==> src/rtl/dtp_pkg.sv <==
// Shared types for the decision-tree walker: FSM state encoding, node word
// layout helpers and a node_t builder for the default field widths.
package dtp_pkg;

   typedef enum logic [2:0] {
      S_IDLE,
      S_WAIT_ATTR,
      S_FETCH,
      S_DECODE,
      S_EMIT,
      S_SWITCH,
      S_DONE
   } state_t;

   localparam int ATTR_WIDTH_D = 16;
   localparam int ATTR_ABIT_D  = 5;
   localparam int NODE_ABIT_D  = 8;

   // Node word is {leaf, attr_idx, threshold, left_addr}, left_addr at bit 0.
   function automatic int node_width(input int attr_abit, input int attr_width, input int node_abit);
      return 1 + attr_abit + attr_width + node_abit;
   endfunction

   function automatic int thr_lsb(input int node_abit);
      return node_abit;
   endfunction

   function automatic int attr_lsb(input int node_abit, input int attr_width);
      return node_abit + attr_width;
   endfunction

   typedef struct packed {
      logic                   leaf;
      logic [ATTR_ABIT_D-1:0]  attr_idx;
      logic [ATTR_WIDTH_D-1:0] threshold;
      logic [NODE_ABIT_D-1:0]  left_addr;
   } node_t;

   function automatic node_t make_node(input logic                    leaf,
                                       input logic [ATTR_ABIT_D-1:0]  attr_idx,
                                       input logic [ATTR_WIDTH_D-1:0] threshold,
                                       input logic [NODE_ABIT_D-1:0]  left_addr);
      node_t n;
      n.leaf      = leaf;
      n.attr_idx  = attr_idx;
      n.threshold = threshold;
      n.left_addr = left_addr;
      return n;
   endfunction

endpackage

==> src/rtl/dtp_node_decode.sv <==
// Combinational node unpack: field split, unsigned attribute compare and
// child address selection (right child is left_addr+1, wrapping).
module dtp_node_decode
   import dtp_pkg::*;
#(
   parameter int ATTR_WIDTH  = 16,
   parameter int ATTR_ABIT   = 5,
   parameter int NODE_ABIT   = 8,
   parameter int CLASS_WIDTH = 4
) (
   input  logic [ATTR_ABIT+ATTR_WIDTH+NODE_ABIT:0] node,
   input  logic [ATTR_WIDTH-1:0]                   attr_val,
   output logic                                    leaf,
   output logic [ATTR_ABIT-1:0]                    attr_idx,
   output logic [CLASS_WIDTH-1:0]                  leaf_class,
   output logic [NODE_ABIT-1:0]                    next_addr
);

   localparam int NODE_W   = node_width(ATTR_ABIT, ATTR_WIDTH, NODE_ABIT);
   localparam int THR_LSB  = thr_lsb(NODE_ABIT);
   localparam int ATTR_LSB = attr_lsb(NODE_ABIT, ATTR_WIDTH);

   logic [ATTR_WIDTH-1:0] threshold;
   logic [NODE_ABIT-1:0]  left_addr;

   assign leaf       = node[NODE_W-1];
   assign attr_idx   = node[ATTR_LSB +: ATTR_ABIT];
   assign threshold  = node[THR_LSB +: ATTR_WIDTH];
   assign left_addr  = node[0 +: NODE_ABIT];
   assign leaf_class = threshold[CLASS_WIDTH-1:0];
   assign next_addr  = (attr_val <= threshold) ? left_addr : left_addr + NODE_ABIT'(1);

endmodule

==> src/rtl/dtp_tree_walker.sv <==
// Decision-tree walker: classifies one sample per attribute RAM by walking
// node memory from a root. Optional statistics counters: DTP_WALKER_STATS_EN.
module dtp_tree_walker
   import dtp_pkg::*;
#(
   parameter int ATTR_WIDTH  = 16,
   parameter int ATTR_ABIT   = 5,
   parameter int NODE_ABIT   = 8,
   parameter int CLASS_WIDTH = 4,
   parameter int MAX_DEPTH   = 16
) (
   input  logic                                    clk,
   input  logic                                    rst_n,
   input  logic                                    i_start,
   input  logic [NODE_ABIT-1:0]                    i_root_addr,
   output logic                                    o_node_rd,
   output logic [NODE_ABIT-1:0]                    o_node_addr,
   input  logic [ATTR_ABIT+ATTR_WIDTH+NODE_ABIT:0] i_node_data,
   input  logic                                    i_is_att_ram_avai,
   input  logic                                    i_is_sample_done,
   output logic [ATTR_ABIT-1:0]                    o_attr_ram_sel,
   input  logic [ATTR_WIDTH-1:0]                   i_attr_ram_dout,
   output logic                                    o_att_ram_switch,
   output logic                                    o_res_vld,
   input  logic                                    i_res_rdy,
   output logic [CLASS_WIDTH-1:0]                  o_res_class,
   output logic                                    o_busy,
   output logic                                    o_done,
   output logic                                    o_depth_err,
   output state_t                                  o_state
`ifdef DTP_WALKER_STATS_EN
   ,
   output logic [15:0]                             o_sample_cnt,
   output logic [31:0]                             o_node_cnt
`endif
);

   // Result handshake: a class transfers on a cycle with o_res_vld & i_res_rdy;
   // o_res_class is held stable while o_res_vld waits for i_res_rdy.

   localparam int DEPTH_W = $clog2(MAX_DEPTH + 1);

   state_t                 state_q, state_n;
   logic [NODE_ABIT-1:0]   root_q, root_n;
   logic [NODE_ABIT-1:0]   addr_q, addr_n;
   logic [DEPTH_W-1:0]     depth_q, depth_n;
   logic [CLASS_WIDTH-1:0] class_q, class_n;
   logic [ATTR_ABIT-1:0]   sel_q, sel_n;
   logic                   depth_err;

   logic                   dec_leaf;
   logic [ATTR_ABIT-1:0]   dec_attr_idx;
   logic [CLASS_WIDTH-1:0] dec_class;
   logic [NODE_ABIT-1:0]   dec_next_addr;

   dtp_node_decode #(
      .ATTR_WIDTH (ATTR_WIDTH),
      .ATTR_ABIT  (ATTR_ABIT),
      .NODE_ABIT  (NODE_ABIT),
      .CLASS_WIDTH(CLASS_WIDTH)
   ) u_decode (
      .node      (i_node_data),
      .attr_val  (i_attr_ram_dout),
      .leaf      (dec_leaf),
      .attr_idx  (dec_attr_idx),
      .leaf_class(dec_class),
      .next_addr (dec_next_addr)
   );

   always_ff @(posedge clk) begin
      if (!rst_n) begin
         state_q <= S_IDLE;
         root_q  <= '0;
         addr_q  <= '0;
         depth_q <= '0;
         class_q <= '0;
         sel_q   <= '0;
      end else begin
         state_q <= state_n;
         root_q  <= root_n;
         addr_q  <= addr_n;
         depth_q <= depth_n;
         class_q <= class_n;
         sel_q   <= sel_n;
      end
   end

   always_comb begin
      state_n   = state_q;
      root_n    = root_q;
      addr_n    = addr_q;
      depth_n   = depth_q;
      class_n   = class_q;
      sel_n     = sel_q;
      depth_err = 1'b0;
      case (state_q)
         S_IDLE: begin
            if (i_start) begin
               root_n  = i_root_addr;
               state_n = S_WAIT_ATTR;
            end
         end
         S_WAIT_ATTR: begin
            if (i_is_att_ram_avai) begin
               addr_n  = root_q;
               depth_n = '0;
               state_n = S_FETCH;
            end else if (i_is_sample_done) begin
               state_n = S_DONE;
            end
         end
         S_FETCH: state_n = S_DECODE;
         S_DECODE: begin
            if (dec_leaf) begin
               class_n = dec_class;
               state_n = S_EMIT;
            end else begin
               sel_n = dec_attr_idx;
               // The visit budget is spent: report with the reserved all-ones class.
               if (depth_q == DEPTH_W'(MAX_DEPTH - 1)) begin
                  depth_err = 1'b1;
                  class_n   = '1;
                  state_n   = S_EMIT;
               end else begin
                  addr_n  = dec_next_addr;
                  depth_n = depth_q + DEPTH_W'(1);
                  state_n = S_FETCH;
               end
            end
         end
         S_EMIT:   if (i_res_rdy) state_n = S_SWITCH;
         S_SWITCH: state_n = S_WAIT_ATTR;
         S_DONE:   state_n = S_IDLE;
         default:  state_n = S_IDLE;
      endcase
   end

   // The attribute select must be live during DECODE for the same-cycle compare.
   assign o_attr_ram_sel   = (state_q == S_DECODE && !dec_leaf) ? dec_attr_idx : sel_q;
   assign o_node_rd        = (state_q == S_FETCH);
   assign o_node_addr      = addr_q;
   assign o_att_ram_switch = (state_q == S_SWITCH);
   assign o_res_vld        = (state_q == S_EMIT);
   assign o_res_class      = class_q;
   assign o_busy           = (state_q != S_IDLE);
   assign o_done           = (state_q == S_DONE);
   assign o_depth_err      = depth_err;
   assign o_state          = state_q;

`ifdef DTP_WALKER_STATS_EN
   logic [15:0] sample_cnt_q;
   logic [31:0] node_cnt_q;

   always_ff @(posedge clk) begin
      if (!rst_n) begin
         sample_cnt_q <= '0;
         node_cnt_q   <= '0;
      end else begin
         if (state_q == S_EMIT && i_res_rdy && sample_cnt_q != '1)
            sample_cnt_q <= sample_cnt_q + 16'd1;
         if (state_q == S_DECODE && node_cnt_q != '1)
            node_cnt_q <= node_cnt_q + 32'd1;
      end
   end

   assign o_sample_cnt = sample_cnt_q;
   assign o_node_cnt   = node_cnt_q;
`endif

endmodule

==> config.mk <==
export PLATFORM = sky130hd
export DESIGN_NAME = dtp_tree_walker
export DESIGN_NICKNAME = d
export VERILOG_FILES = /design/src/rtl/dtp_pkg.sv /design/src/rtl/dtp_node_decode.sv /design/src/rtl/dtp_tree_walker.sv
export SDC_FILE = /design/constraint.sdc
export NUM_CORES = 1
export LEC_CHECK = 0
export CORE_AREA = 2 2 82 77
export DETAILED_ROUTE_END_ITERATION = 10
export DIE_AREA = 0 0 84 79
export HOLD_SLACK_MARGIN = 0.08
export PLACE_DENSITY_LB_ADDON = 0.08
export SKIP_LAST_GASP = 1
export SYNTH_ARGS = -nofsm -noshare
export SYNTH_HDL_FRONTEND = slang
export SYNTH_HIERARCHICAL = 1
export SYNTH_SLANG_ARGS = --single-unit
==> constraint.sdc <==
create_clock -name clk -period 6.5 [get_ports clk]
set_clock_uncertainty 0.2 [all_clocks]
set_input_delay 1.3 -clock clk [delete_from_list [all_inputs] [get_ports clk]]
set_output_delay 1.3 -clock clk [all_outputs]
set_load 0.02 [all_outputs]
## Word level (Yosys, flattened, before mapping)

Cells that the tools add are included.

| word-level totals | value |
|---|---|
| register bits after elaboration | 33 |
| bits of input ports | 60 |
| output and inout bits | 26 |
| logic and storage cells | 56 |

| cells by class | value |
|---|---|
| add/sub/neg operators | 2 |
| $lt $le $gt $ge | 1 |
| equality and inequality tests | 13 |
| mux-type cells | 22 |
| bitwise operators | 1 |
| reductions and logical operators | 11 |

Operators with widths:

| cell | number |
|---|---|
| 2-to-1 mux 8 bit | 4 |
| 2-to-1 mux 5 bit | 4 |
| 2-to-1 mux 3 bit | 6 |
| one-hot mux 3 bit (6 select lines) | 1 |
| <= comparator 16 bit | 1 |
| one-hot mux 8 bit (2 select lines) | 1 |
| one-hot mux 5 bit (2 select lines) | 1 |
| == test 3 bit (second input constant) | 3 |
| adder 8 x 1 -> 8 bit (second input constant) | 1 |
| 2-to-1 mux 4 bit | 2 |
| != test 2 bit (second input constant) | 4 |
| == test 3 x 2 -> 1 bit (second input constant) | 2 |
| AND reduction 2 bit | 3 |
| adder 5 x 1 -> 5 bit (second input constant) | 1 |
| == test 5 x 4 -> 1 bit (second input constant) | 1 |
| AND reduction 4 bit | 1 |
| nonzero test 2 bit | 2 |
| == test 3 x 1 -> 1 bit (second input constant) | 1 |
| zero test 3 bit | 1 |
| 2-to-1 mux 1 bit | 3 |
| != test 3 bit (second input constant) | 1 |
| AND reduction 3 bit | 1 |
| nonzero test 3 bit | 1 |
| != test 2 x 1 -> 1 bit (second input constant) | 1 |
| other kinds (3) | 3 |

## Logic depth before layout (Yosys ltp)

Gate-level depths: netlist of run 1.

| depth | value |
|---|---|
| word-level depth | 5 |
| depth in mapped cells | 10 |
| gate-level depth less buffers | 10 |

## Hierarchy

Netlist of run 1, hierarchy kept.

Modules (own cells, without submodules):

| module | instances | cells an instance | area each (µm²) | seq. area each (µm²) |
|---|---|---|---|---|
| dtp_tree_walker | 1 | 172 | 1680.4 | 660.6 |
| dtp_node_decode | 1 | 83 | 620.6 | 0.0 |

## Least setup slack after synthesis of run 1

Ideal clock, no wire load.

| path | value |
|---|---|
| kind | input -> output |
| start | input i_node_data[29] |
| end | output o_attr_ram_sel[0] |
| arrival | 2.226 ns |
| required time | 5.000 ns |
| slack | 2.774 ns |
| cell stages on the path | 4 |
| buffers on the path | 2 |
| cells stage by stage | buf_4 nor4bb_1 buf_4 mux2_4 |

| between the ends | value |
|---|---|
| word-level cells in the longest chain between the ends | 3 |

RTL lines:

| item | RTL line | RTL |
|---|---|---|
| from (decl) | dtp_tree_walker.sv:18 | `input logic [ATTR_ABIT+ATTR_WIDTH+NODE_ABIT:0] i_node_data,` |
| zero test 1 bit | dtp_tree_walker.sv:139 | `assign o_attr_ram_sel = (state_q == S_DECODE && !dec_leaf) ? dec_attr_idx : sel_q;` |
| logical AND 1 bit | dtp_tree_walker.sv:139 |  |
| 2-to-1 mux 5 bit | dtp_tree_walker.sv:139 |  |
| to (decl) | dtp_tree_walker.sv:21 | `output logic [ATTR_ABIT-1:0] o_attr_ram_sel,` |

No other way between the ends.

## Worst setup path in the final report of run 1

| path | value |
|---|---|
| start | input i_node_data[29] |
| end | output o_attr_ram_sel[1] |

The elaborated chain is that of the path after synthesis.

==> results of run 1 <==
[worst paths after layout]
| path | start | end | slack [ns] | cells after the start |
|---|---|---|---|---|
| hold / removal | root_q[6] | root_q[6] | 0.26 | 2 |
| setup / recovery | i_node_data[29] | o_attr_ram_sel[1] | 1.30 | 4 |
| hold reg to reg | root_q[6] | root_q[6] | 0.26 | 2 |
| setup reg to reg | o_state[0] | sel_q[0] | 4.01 | 3 |
[power by group through the flow]
stage / clock, mW / combinational (mW) / sequential, mW
after floorplan: 0 / 0.108 / 0.241
after global placement: 0 / 0.188 / 0.236
after detailed placement: 0 / 0.190 / 0.236
after CTS: 0.157 / 0.191 / 0.232
after global routing: 0.166 / 0.205 / 0.234
final: 0.150 / 0.188 / 0.232
[per-layer routing]
layer,GRT usage,vias to the layer above
met5,0,-
met4,0.0435,0
met3,0.0426,6
met2,0.259,49
met1,0.208,933
li1,-,1052
[cells in the mapped netlist (all sizes together) (3+ instances only)]
library cell   n  share of area
dfxtp         33           0.29
nand2         28          0.046
buf           20          0.070
ha            19           0.10
inv           18          0.029
a211oi        17          0.055
a21oi         16          0.040
mux2i         11          0.048
nand4          9          0.024
nor2           8          0.013
and2           7          0.019
mux2           6          0.038
xnor2          6          0.023
clkbuf         4         0.0071
nand3          4         0.0087
o21ai          4         0.0087
o221a          4          0.020
a221oi         3          0.014
and3           3         0.0082
nand2b         3         0.0082
nor2b          3         0.0082
nor3b          3         0.0098
[worst max-delay path, delay by kind of cell]
kind / cells / cell delay, ns
AND/OR/NAND/NOR: 1 / 0.93
multiplexers: 1 / 0.31
buffers and inverters: 2 / 1.15
[area by class of cell]
type | count | share of cell area
clock buffers | 6 | 0.0229
multi-input cells | 179 | 0.441
inverters | 19 | 0.0225
flip-flops and latches | 33 | 0.209
well taps | 72 | 0.0284
repair buffers | 87 | 0.273
clock inverters | 2 | 0.00316
[metrics by stage]
stage / worst slack [ns] / cells / total power, mW / cell area [sq um]
2_1_floorplan: 2.77 / 255 / 0.349 / 2300
3_3_place_gp: 1.31 / 390 / 0.425 / 3090
3_5_place_dp: 1.27 / 390 / 0.426 / 3090
4_1_cts: 1.27 / 398 / 0.580 / 3170
5_1_grt: 1.12 / 398 / 0.605 / 3170
6_report: 1.30 / 398 / 0.570 / 3170
[state kept, by name, indices dropped and copies added, names as in the netlist]
name         flops
sel_q            5
root_q           8
o_state          3
o_res_class      4
o_node_addr      8
depth_q          5
[cell families after synthesis]
group | Yosys count | share of synthesized area
muxes | 17 | 0.0854
and+or+nand+nor | 82 | 0.212
adders and majority gates | 19 | 0.103
xor gates and xnor gates | 7 | 0.0266
DFF | 33 | 0.287
AOI/OAI and AO/OA | 54 | 0.178
buffers and inverters | 43 | 0.108
==> results.py, run 1 <==
metrics = {
    "clock_network": {
        "cts_repair_resize_count": 0,
        "clock_tree.htree_level_count": 2,
        "numCtsBuffers": 5,
        "clock-root-buffer": "sky130_fd_sc_hd__clkbuf_8",
        "cts_max_path_buffers": 2,
        "clkTransAtPathRegs_ns": 0.07,
        "clkLatencyLatePin_ns": 0.28,
        "tritoncts_clock_tree": "yes",
        "cts.sinks": 33,
        "cts_hold_buf": 0,
        "post-cts-setup-buffer-count": 0,
    },
    "timing": {
        "finalSetupViolCount": 0,
        "grt_setup_unrepaired": "false",
        "hold_ws_ns": 0.261,
        "actual_slew_at_the_worst_max_slew_pin_ns": 1.02,
        "timing_max_transition_violations_final": 0,
        "final_hold_viol_count": 0,
        "maxClockFrequency_mhz": 192,
        "worst_slew_margin_rel": 0.310,
        "minimum_clock_period_after_layout_ns": 5.20,
        "totalNegativeSetupSlack_ns": 0,
        "post-route-period-util": 0.800,
    },
    "global_routing": {
        "maximum_number_of_pins_on_one_net_before_global_route_repair": 27,
        "residual_overflow_from_global_routing": 0,
        "vias_in_the_first_global_route": 1773,
        "grt_pass1_wl_microns": 8550,
        "global_route.usage.total": 0.159,
        "grt_antenna_before_repair": 0,
    },
    "synthesis": {
        "synth_ff_type": "sky130_fd_sc_hd__dfxtp_1",
        "synth_warnings": 6,
        "synth_seq_cells": 33,
        "synth_area_per_cell_sq_um": 9.02,
        "synth_seq_area_share": 0.287,
        "postSynth.asyncResetShare": 0,
        "synth-edff-count": 0,
        "mappedNetlistNets": 334,
        "post_synth_instance_area_sq_mm": 0.00230,
        "synth_cell_types": 49,
        "syn-instance-count": 255,
    },
    "worst_setup_path": {
        "timing.setup.critical_path_class": "primary input to primary output",
        "cp_common_cell": "sky130_fd_sc_hd__clkdlybuf4s50_1",
        "max_fo_critical_path": 8,
        "crit_arrival_ns": 3.70,
        "setup.worst_path.end_class": "primary output",
        "worstPathRequired_ns": 5.00,
        "critical-path-slowest-cell": "sky130_fd_sc_hd__nor4bb_2",
        "path_cells": "clkdlybuf4s50_1, nor4bb_2, mux2_4, clkdlybuf4s50_1",
        "slowest_delay_ns": 0.93,
        "critical_path.startpoint_type": "primary input",
    },
    "detailed_routing": {
        "avgViaCountPerCell": 5.13,
        "drt.antenna.violating_nets": 0,
        "finalWirelength_microns": 5320,
        "top_sig_layer": "met4",
        "detailedRoute.firstPassIterationCount": 4,
        "routed-via-count": 2040,
        "met2_wirelength_microns": 2510,
        "detail_route.wirelength.met1_microns": 2480,
        "wl_per_cell_microns": 13.4,
        "detailroute.wirelength.met3_microns": 268,
        "post-route-drc-count": 0,
        "starting_drt_drc_count": 61,
    },
    "layout": {
        "most_common_library_cell_in_the_layout_ignoring_fill_and_taps": "sky130_fd_sc_hd__clkdlybuf4s50_1",
        "num_antenna_cells": 0,
        "final_cell_mix": "sky130_fd_sc_hd__clkdlybuf4s50_1, sky130_fd_sc_hd__dfxtp_1, sky130_fd_sc_hd__nand2_1",
        "sequential_cell_area_sq_um": 661,
        "multi_input_area_sq_mm": 0.00140,
        "fillCellCount": 554,
        "drive_above_1_share": 0.0798,
        "post-route-util": 0.542,
        "area_delta_synth_final_pct": 37.7,
        "nNetsFinal": 404,
    },
    "die": {
        "io-pin-count": 86,
        "die_span_in_y_microns": 79,
        "floorplan.initialDensity": 0.394,
        "core_sq_mm": 0.00584,
        "dieWidth_microns": 84,
        "dieArea_sq_mm": 0.00664,
        "rows": 27,
    },
    "power_and_ir_drop": {
        "irDropWorstVdd_mv": 0.105,
        "power_switching_mw": 0.178,
        "power.sequential.fraction": 0.407,
        "clock_power_share": 0.263,
        "power_density_mw_per_mm2": 180,
        "leakagePower_nw": 1.20,
        "intPower_mw": 0.391,
        "power_switching_share": 0.313,
        "power_share_of_the_combinational_group": 0.331,
    },
    "min_path": {
        "worstHoldPathType": "register to register",
    },
    "placement": {
        "place.port_buffers": 85,
        "globalplace.congestion": 0.771,
        "detailedPlacementHpwl_microns": 4080,
    },
    "flow_run": {
        "timing.max_cap.violations": 0,
    },
    "run_status": {
        "result_of_the_run": "finished, final reports clean",
    },
}
Power figures use the tool's default switching activity.
==> run 2, diff against run 1 <==
clock period = 4.8 ns   (was 6.5 ns; I/O delays follow)
==> run 2 against run 1 <==
Effect of this change: die area unchanged; combinational power increased by 38%; worst setup slack got worse by 0.73 ns; cell count increased by 0.50%; first-iteration DRC count decreased by 9.8%; global-route usage increased by 0.28 points; sequential share of layout area decreased by 0.20 points; utilization increased by 0.51 points; power increased by 37%; flip-flop and latch count unchanged; register-to-register slack got worse by 1.5 ns; clock-buffer cell count unchanged; largest cell class unchanged; largest power group unchanged.
==> results.py, run 2 (same netlist as run 1, synthesis figures left out) <==
metrics = {
    "run_status": {
        "result_of_the_run": "finished, final reports clean",
    },
    "worst_setup_path": {
        "r2r.worst_path.cells": 6,
        "critical_path.startpoint_type": "primary input",
        "r2r_end": "depth_q[4]",
        "cp-startpoint": "i_node_data[29]",
        "setup.worst_path.end_class": "primary output",
        "cp-endpoint": "o_attr_ram_sel[2]",
        "worstPathRequired_ns": 3.64,
        "rr_startpoint": "depth_q[0]",
        "crit_arrival_ns": 3.07,
        "worst-r2r-setup-slack_ns": 2.49,
        "timing.setup.critical_path_class": "primary input to primary output",
        "max_fo_critical_path": 7,
    },
    "timing": {
        "worst_slew_margin_rel": 0.542,
        "maxClockFrequency_mhz": 236,
        "timing_max_transition_violations_final": 0,
        "grt_setup_unrepaired": "false",
        "post-route-period-util": 0.882,
        "final_hold_viol_count": 0,
        "finalSetupViolCount": 0,
        "totalNegativeSetupSlack_ns": 0,
        "minimum_clock_period_after_layout_ns": 4.23,
        "actual_slew_at_the_worst_max_slew_pin_ns": 0.687,
        "hold_ws_ns": 0.258,
    },
    "die": {
        "rows": 27,
        "io-pin-count": 86,
        "dieArea_sq_mm": 0.00664,
        "dieWidth_microns": 84,
        "core_sq_mm": 0.00584,
        "floorplan.initialDensity": 0.394,
        "die_span_in_y_microns": 79,
    },
    "layout": {
        "sequential_cell_area_sq_um": 661,
        "nNetsFinal": 407,
        "multi_input_area_sq_mm": 0.00140,
        "stdcell_area_sq_mm": 0.00320,
        "drive_above_1_share": 0.0884,
        "fillCellCount": 573,
        "num_antenna_cells": 0,
        "most_common_library_cell_in_the_layout_ignoring_fill_and_taps": "sky130_fd_sc_hd__clkdlybuf4s50_1",
        "area_delta_synth_final_pct": 39.0,
        "final_cell_mix": "sky130_fd_sc_hd__clkdlybuf4s50_1, sky130_fd_sc_hd__dfxtp_1, sky130_fd_sc_hd__nand2_1",
        "post-route-util": 0.547,
    },
    "placement": {
        "detailedPlacementHpwl_microns": 4020,
        "placed_cell_area_sq_mm": 0.00311,
        "place.port_buffers": 85,
        "globalplace.congestion": 0.800,
    },
    "flow_run": {
        "timing.max_cap.violations": 0,
    },
    "clock_network": {
        "cts_max_path_buffers": 2,
        "cts_hold_buf": 0,
        "clock-root-buffer": "sky130_fd_sc_hd__clkbuf_8",
        "post-cts-setup-buffer-count": 0,
        "clkTransAtPathRegs_ns": 0.06,
        "numCtsBuffers": 5,
        "tritoncts_clock_tree": "yes",
        "clock_tree.htree_level_count": 2,
        "clkLatencyLatePin_ns": 0.28,
        "cts_repair_resize_count": 0,
        "cts.sinks": 33,
    },
    "power_and_ir_drop": {
        "power_density_mw_per_mm2": 245,
        "power.total_mw": 0.782,
        "irDropWorstVdd_mv": 0.146,
        "leakagePower_nw": 1.22,
    },
    "detailed_routing": {
        "starting_drt_drc_count": 55,
        "wl_per_cell_microns": 13.0,
        "routed-via-count": 2027,
        "drt.antenna.violating_nets": 0,
        "avgViaCountPerCell": 5.07,
        "post-route-drc-count": 0,
        "detailedRoute.firstPassIterationCount": 4,
        "finalWirelength_microns": 5210,
    },
    "global_routing": {
        "vias_in_the_first_global_route": 1911,
        "grt_antenna_before_repair": 0,
        "residual_overflow_from_global_routing": 0,
        "global_route.usage.total": 0.162,
        "maximum_number_of_pins_on_one_net_before_global_route_repair": 26,
        "grt_pass1_wl_microns": 8800,
    },
    "min_path": {
        "worstHoldPathType": "register to register",
        "timing.hold.worst_path_depth": 2,
    },
}
[run 2: cell count changes in the layout (fill, tap and decap cells not counted)]
| cell | delta |
|---|---|
| sky130_fd_sc_hd__buf_4 | +3 |
| sky130_fd_sc_hd__clkbuf_1 | -1 |
| sky130_fd_sc_hd__clkbuf_8 | +1 |
| sky130_fd_sc_hd__clkinv_2 | -2 |
| sky130_fd_sc_hd__clkinvlp_4 | +1 |
[run 2: critical path: stages]
cell and delay [ns]:
sky130_fd_sc_hd__clkdlybuf4s50_1 0.55, sky130_fd_sc_hd__nor4bb_2 0.47, sky130_fd_sc_hd__buf_4 0.24, sky130_fd_sc_hd__mux2_4 0.31, sky130_fd_sc_hd__clkdlybuf4s50_1 0.53
[run 2: layout make-up]
cell class / instances / area share
multi-input cells: 179 / 0.437
repair buffers: 90 / 0.278
well taps: 72 / 0.0282
clock inverters: 1 / 0.00235
inverters: 19 / 0.0223
clock buffers: 6 / 0.0258
flip-flops and latches: 33 / 0.207
[run 2: power by group]
part	internal, mW	switching (mW)	total, mW	leakage (nW)
combinational	0.137	0.123	0.260	0.906
sequential	0.294	0.0166	0.310	0.269
clock	0.113	0.0991	0.212	0.0433
[run 2: per-stage QoR]
| step | setup slack, ns | std cells |
|---|---|---|
| CTS | 0.563 | 400 |
| global placement | 0.623 | 393 |
| detailed placement | 0.566 | 393 |
| global route | 0.450 | 400 |
| floorplan | 1.75 | 255 |
| finish | 0.569 | 400 |
[run 2: layer usage]
| layer | wire length, microns | vias up | share of wire | track usage |
|---|---|---|---|---|
| li1 | - | 1056 | - | - |
| met1 | 2500 | 917 | 0.48 | 0.215 |
| met2 | 2420 | 49 | 0.46 | 0.267 |
| met3 | 255 | 5 | 0.049 | 0.0343 |
| met4 | 40 | 0 | 0.0077 | 0.0435 |
| met5 | 0 | - | 0 | 0 |
[run 2: worst min path at each step]
stage | end | startpoint
after floorplan | depth_q[4] | depth_q[4]
after global placement | depth_q[4] | depth_q[4]
after detailed placement | depth_q[4] | depth_q[4]
after CTS | depth_q[4] | depth_q[4]
after global routing | root_q[4] | root_q[4]
final | root_q[4] | root_q[4]
==> run 3, diff against run 2 <==
CTS_BUF_LIST = sky130_fd_sc_hd__clkbuf_8   (was default)
SETUP_SLACK_MARGIN = 0.05   (was default)
clock period = 5.2 ns   (was 4.8 ns; I/O delays follow)
==> run 3 against run 2 <==
Effect of this change: via count increased by 0.89%; clock power increased by 19%; non-clock buffer count decreased by 2; largest cell class unchanged; worst setup slack improved by 0.27 ns; critical path type unchanged; largest power group unchanged.
==> results.py, run 3 (same netlist as run 1, synthesis figures left out) <==
metrics = {
    "clock_network": {
        "clock-root-buffer": "sky130_fd_sc_hd__clkbuf_8",
        "cts_max_path_buffers": 2,
        "clkLatencyLatePin_ns": 0.29,
        "post-cts-setup-buffer-count": 0,
        "numCtsBuffers": 5,
        "cts.sinks": 33,
        "cts_repair_resize_count": 0,
        "clock_tree.htree_level_count": 2,
        "cts_hold_buf": 0,
        "clkTransAtPathRegs_ns": 0.07,
        "tritoncts_clock_tree": "yes",
    },
    "timing": {
        "maxClockFrequency_mhz": 229,
        "timing_max_transition_violations_final": 0,
        "final_hold_viol_count": 0,
        "hold_ws_ns": 0.257,
        "worst_slew_margin_rel": 0.476,
        "minimum_clock_period_after_layout_ns": 4.36,
        "totalNegativeSetupSlack_ns": 0,
        "finalSetupViolCount": 0,
        "actual_slew_at_the_worst_max_slew_pin_ns": 0.784,
        "post-route-period-util": 0.839,
        "grt_setup_unrepaired": "false",
    },
    "worst_setup_path": {
        "crit_arrival_ns": 3.12,
        "max_fo_critical_path": 7,
        "critical_path.startpoint_type": "primary input",
        "worstPathRequired_ns": 3.96,
        "timing.setup.critical_path_class": "primary input to primary output",
        "setup.worst_path.end_class": "primary output",
    },
    "layout": {
        "drive_above_1_share": 0.0826,
        "most_common_library_cell_in_the_layout_ignoring_fill_and_taps": "sky130_fd_sc_hd__clkdlybuf4s50_1",
        "num_antenna_cells": 0,
        "final_cell_mix": "sky130_fd_sc_hd__clkdlybuf4s50_1, sky130_fd_sc_hd__dfxtp_1, sky130_fd_sc_hd__nand2_1",
        "final-instance-count-excl-fill": 399,
        "area_delta_synth_final_pct": 39.5,
        "nNetsFinal": 405,
    },
    "die": {
        "core_sq_mm": 0.00584,
        "die_span_in_y_microns": 79,
        "rows": 27,
        "dieWidth_microns": 84,
        "dieArea_sq_mm": 0.00664,
        "floorplan.initialDensity": 0.394,
        "io-pin-count": 86,
    },
    "global_routing": {
        "residual_overflow_from_global_routing": 0,
        "grt_pass1_wl_microns": 8920,
        "grt_antenna_before_repair": 0,
        "maximum_number_of_pins_on_one_net_before_global_route_repair": 27,
        "global_route.usage.total": 0.166,
        "vias_in_the_first_global_route": 1894,
    },
    "detailed_routing": {
        "wl_per_cell_microns": 13.4,
        "finalWirelength_microns": 5340,
        "drt.antenna.violating_nets": 0,
        "post-route-drc-count": 0,
        "starting_drt_drc_count": 56,
        "avgViaCountPerCell": 5.13,
        "routed-via-count": 2045,
        "detailedRoute.firstPassIterationCount": 4,
    },
    "placement": {
        "dp.cells": 391,
        "globalplace.congestion": 0.782,
        "detailedPlacementHpwl_microns": 4000,
        "place.port_buffers": 85,
    },
    "power_and_ir_drop": {
        "irDropWorstVdd_mv": 0.112,
        "power_density_mw_per_mm2": 242,
        "leakagePower_nw": 1.23,
    },
    "run_status": {
        "result_of_the_run": "finished, final reports clean",
    },
    "min_path": {
        "worstHoldPathType": "register to register",
    },
    "flow_run": {
        "timing.max_cap.violations": 0,
    },
}
## run 3: changes by cell type in the layout (fill, tap and decap cells not counted), sizes merged
cell      change
buf           -2
bufinv        +1
clkinvlp      -1
inv           +1
## run 3: report_power, final
group / switching (mW) / internal [mW]
clock network: 0.0981 / 0.154
logic: 0.110 / 0.125
registers: 0.0190 / 0.271
total: 0.227 / 0.550
## run 3: critical path, cell delays in order
cell and delay, ns:
sky130_fd_sc_hd__clkdlybuf4s50_1 0.56, sky130_fd_sc_hd__nor4bb_2 0.44, sky130_fd_sc_hd__buf_4 0.24, sky130_fd_sc_hd__mux2_4 0.31, sky130_fd_sc_hd__clkdlybuf4s50_1 0.54
## run 3: layout make-up
class	count	area (sq um)
repair buffers	88	873
clock buffers	6	82.6
fillers	562	2640
flip-flops and latches	33	661
well taps	72	90.1
clock inverters	2	33.8
inverters	19	71.3
multi-input cells	179	1400
## run 3: final timing paths
| path | slack, ns | startpoint | depth (start not counted) | to |
|---|---|---|---|---|
| setup / recovery | 0.84 | i_node_data[29] | 5 | o_attr_ram_sel[1] |
| hold / removal | 0.26 | root_q[1] | 2 | root_q[1] |
| setup reg to reg | 2.84 | depth_q[0] | 6 | depth_q[4] |
| hold reg to reg | 0.26 | root_q[1] | 2 | root_q[1] |
## run 3: layer usage
metal | global-route usage | up-vias | part of all wire
li1 | - | 1053 | -
met1 | 0.218 | 936 | 0.48
met2 | 0.269 | 49 | 0.46
met3 | 0.0416 | 7 | 0.050
met4 | 0.0532 | 0 | 0.012
met5 | 0 | - | 0
## run 3: per-stage QoR
stage / util / total power [mW] / setup slack, ns / instance area (sq um)
6_report: 0.549 / 0.778 / 0.840 / 3210
5_1_grt: 0.549 / 0.820 / 0.679 / 3210
4_1_cts: 0.549 / 0.789 / 0.819 / 3210
3_5_place_dp: 0.529 / 0.533 / 0.817 / 3090
3_3_place_gp: 0.529 / 0.531 / 0.861 / 3090
2_1_floorplan: - / 0.436 / 1.99 / 2300
